### config.mk
export PLATFORM = sky130hd
export DESIGN_NAME = svc_rv_mem_rd_pipe
export DESIGN_NICKNAME = d
export VERILOG_FILES = /design/src/rtl/svc_rv_mem_rd_pipe.sv
export SDC_FILE = /design/constraint.sdc
export NUM_CORES = 1
export LEC_CHECK = 0
export BUFFER_PORTS_ARGS = -buffer_cell sky130_fd_sc_hd__buf_2
export CAP_MARGIN = 20
export CORE_MARGIN = 2
export CORE_UTILIZATION = 45
export DETAILED_ROUTE_END_ITERATION = 10
export PLACE_DENSITY_LB_ADDON = 0.2
export SLEW_MARGIN = 5
export SYNTH_ARGS = -nofsm -noshare
export SYNTH_HDL_FRONTEND = slang
export SYNTH_SLANG_ARGS = --single-unit
### constraint.sdc
create_clock -name clock -period 2 [get_ports clock]
set_clock_uncertainty 0.15 [all_clocks]
set_input_delay 0.4 -clock clock [delete_from_list [all_inputs] [get_ports clock]]
set_output_delay 0.4 -clock clock [all_outputs]
set_load 0.05 [all_outputs]
### src/rtl/svc_rv_mem_rd_pipe.sv
// rtl/svc_rv_mem_rd_pipe.sv - {valid, data} delay line of depth LATENCY with held output
module svc_rv_mem_rd_pipe #(
  parameter int          LATENCY = 1,
  parameter logic [31:0] INIT    = 32'h00000000
) (
  input  logic        clock,
  input  logic        reset,
  input  logic        in_valid,
  input  logic [31:0] in_data,
  output logic        out_valid,
  output logic [31:0] out_data
);

  if (LATENCY == 0) begin : g_comb
    logic [31:0] hold_q;
    logic [31:0] hold_d;

    always_comb begin
      hold_d = hold_q;
      if (in_valid) hold_d = in_data;
    end

    always_ff @(posedge clock or posedge reset) begin
      if (reset) hold_q <= INIT;
      else       hold_q <= hold_d;
    end

    assign out_valid = in_valid;
    assign out_data  = in_valid ? in_data : hold_q;
  end else begin : g_pipe
    logic [LATENCY-1:0] valid_q;
    logic [LATENCY-1:0] valid_d;
    logic [31:0]        data_q [LATENCY];
    logic [31:0]        data_d [LATENCY];

    always_comb begin
      valid_d[0] = in_valid;
      data_d[0]  = in_data;
      for (int i = 1; i < LATENCY; i++) begin
        valid_d[i] = valid_q[i-1];
        data_d[i]  = data_q[i-1];
      end
      // The last stage doubles as the hold register: it only loads on delivery.
      if (!valid_d[LATENCY-1]) data_d[LATENCY-1] = data_q[LATENCY-1];
    end

    always_ff @(posedge clock or posedge reset) begin
      if (reset) begin
        valid_q <= '0;
        for (int i = 0; i < LATENCY; i++) data_q[i] <= INIT;
      end else begin
        valid_q <= valid_d;
        for (int i = 0; i < LATENCY; i++) data_q[i] <= data_d[i];
      end
    end

    assign out_valid = valid_q[LATENCY-1];
    assign out_data  = data_q[LATENCY-1];
  end

endmodule

# Yosys cells after proc, flatten, opt, wreduce, memory -nomap -nowiden
# Index checks and enable logic that the tools add are counted.
totals:
  out_inout_bits: 33
  in_bits: 35
  regBits: 33
  wordCells: 2

# Depth between registers and ports, before layout
logic_depth:
  ltp_word: 0
  ltp_mapped: 3
  depth_no_buf: 1

# Least setup slack after synthesis
# Ideal clock, no wire load.
synth_timing:
  path_kind: "input port to flip-flop"
  start: "in in_valid"
  end: "reg g_pipe.data_q (netlist bit out_data[0])"
  t_arrival_ps: 942
  n_path_buf: 2
  required_time_ps: 1725
  setup_ps: 125
  setup_slack_ps: 783
  path_stages: 3
  cell_sequence: "buf_6 -> buf_12 -> mux2_4"
synth_lines:
  columns: ["item", "line", "text"]
  rows:
  - ["start: declaration", "8", "input logic in_valid,"]
  - ["end: declaration", "33", "logic [31:0] data_q [LATENCY];"]
# No word-level cell between the ends.

# Worst setup path in the final report
layout_timing:
  start: "reg g_pipe.data_q (netlist bit out_data[13])"
  end: "out out_data[13]"
layout_lines:
  columns: ["item", "line", "text"]
  rows:
  - ["end: declaration", "11", "output logic [31:0] out_data"]
# No word-level cell between the ends.

==> flow_summary.ini <==
[setup_path]
crit_required_ns = 1.45
critPathLaunchType = flop
path_cells = buf_2
crit_fanout = 2
crit_path_top_delay_cell = dfrtp_1
critical-path-top-delay-family = flip-flops
endpoint_kind = output port
critPathKind = reg -> out
crit_buf_inv = 1
arrival_ns = 0.95
crit_path_max_incr_delay_ns = 0.36

[timing]
hold_viol = 3
timing.final.crit_period_ns = 1.50
slew_headroom_pct = 56.9
rsz0062_at_grt = false
fin_crit_sh_pct = 75.2
drv_slew = 0
setup-tns-final_ns = 0
setup_viol = 0
hold_slack_ns = -0.00291
fmax_ghz = 0.665
worstMarginPinSlew_ns = 0.647

[floorplan]
fp.dieArea_mm2 = 0.00351
initial_core_util_pct = 46.1
die_w_um = 59.3
die_y_um = 59.3
row_count = 20
io_pins = 68
core_mm2 = 0.00298

[routing]
route.detailed.drc = 0
routedWlPerCell_um = 13.7
wl_met3_um = 192
drtPass1Iterations = 3
wl_met2_um = 1160
drt-met1-wl_um = 1030
postRouteAntennaNets = 0
drt-initial-drc-count = 13
vias = 827
viasPerCell = 4.70
dr.max_layer_used = met4
wl_um = 2410

[power]
p_switching_uw = 554
p_sw_share_pct = 34.7
p_int_mw = 1.04
power_frac_comb_pct = 30.7
p_per_area_mw_per_mm2 = 902
ir_worst_vdd_v = 0.000506
seq_power_share_pct = 48.0
power_leakage_nw = 0.955
total_power_mw = 1.60
p_clk_share_pct = 21.3

[clock_network]
cts-root-buf = clkbuf_4
numCtsBuffers = 5
post_cts_resized = 0
clk_pin_slew_worst_paths_ns = 0.09
cts_setup_buffers = 0
holdBufCountCts = 0
cts_tree = done
clock_sinks = 33
clkLatencyLatePin_ns = 0.32
cts.path.max_buffers = 2
cts_max_level = 2

[logic_synthesis]
synth.distinct_cells = 6
yosys_warnings = 0
ys_ff_latch = 33
syn_area_mm2 = 0.00137
synth_seq_area_share_pct = 60.1
synth_nets = 105
avgSynthCellArea_um2 = 19.6
synthesis.instances = 70

[placed_design]
port_buffers = 67
routabilityCongestion = 0.644

[layout]
antenna_cells = 0
final_layout_size_suffix_gt1_share_pct = 74.1
layout.nets = 177
utilization_pct = 59.4
nFillCells = 271
final_common_cell = buf_2
area_growth_pct = 28.7
mostFrequentLayoutCells = buf_2 (67), dfrtp_1 (33), mux2_4 (30)

[grt]
gr-total-overflow = 0
grt_pass1_vias = 859
grt_usage_pct = 15.2
grt_max_degree = 34
grt_pass1_wl_um = 3860
antenna_found_initial = 0

[status]
violations = hold timing
outcome = complete, but fails checks

[hold_path]
hp-class = in -> async

[job]
maxCapViolations = 0
[cell type report]
class	count	area, um^2	area share (%)
flip-flops and latches	33	826	46.7
multi-input cells	32	473	26.8
repair buffers	69	375	21.2
clock buffers	8	48.8	2.76
well taps	33	41.3	2.34
inverters	1	3.75	0.212
[cell usage after synthesis (all sizes together)]
cell type	n	area, um^2
buf	4	71.3
dfrtp	33	826
inv	1	3.75
mux2	32	473
[cells by family (layout without fill, tap and decap cells)]
family   after synthesis  in the layout  share of synthesized area (%)
buf+inv                5             78                           5.46
flops                 33             33                           60.1
mux                   32             32                           34.4
[stage by stage]
| stage | instance area, um^2 | worst slack [ns] | hold WS (ns) | cells |
|---|---|---|---|---|
| 2_1_floorplan | 1370 | 0.731 | 0.281 | 70 |
| 3_3_place_gp | 1720 | 0.617 | 0.338 | 168 |
| 3_5_place_dp | 1720 | 0.605 | 0.336 | 168 |
| 4_1_cts | 1770 | 0.470 | 0.00554 | 176 |
| 5_1_grt | 1770 | 0.436 | 0.0429 | 176 |
| 6_report | 1770 | 0.497 | -0.00291 | 176 |
[worst paths after layout]
| kind | start | endpoint | slack, ns | cells after the start |
|---|---|---|---|---|
| max reg2reg | out_data[31] | out_data[31] | 1.08 | 1 |
| max in group asynchronous | reset | out_data[1] | 1.18 | 3 |
| max | out_data[13] | out_data[13] | 0.50 | 1 |
| min | reset | out_data[19] | -0.003 | 2 |
| min reg2reg | out_data[20] | out_data[20] | 0.36 | 1 |
| min in group clock | in_data[29] | out_data[29] | 0.15 | 2 |
[registers in the layout, indices dropped and copies added, names as in the netlist]
signal	cells
out_data	32
out_valid	1
[layer usage]
metal / track usage [%] / vias to the layer above
met5: 0 / -
met4: 6.82 / 0
met3: 6.77 / 2
met2: 23.9 / 36
met1: 18.0 / 405
li1: - / 384
[power groups by stage]
stage | Clock, mW | Sequential, mW | Combinational (mW)
finish | 0.340 | 0.766 | 0.489
global route | 0.387 | 0.776 | 0.513
CTS | 0.359 | 0.766 | 0.495
detailed placement | 0 | 0.778 | 0.494
global placement | 0 | 0.776 | 0.489
floorplan | 0 | 1.01 | 0.143
Power figures use the tool's default switching activity.
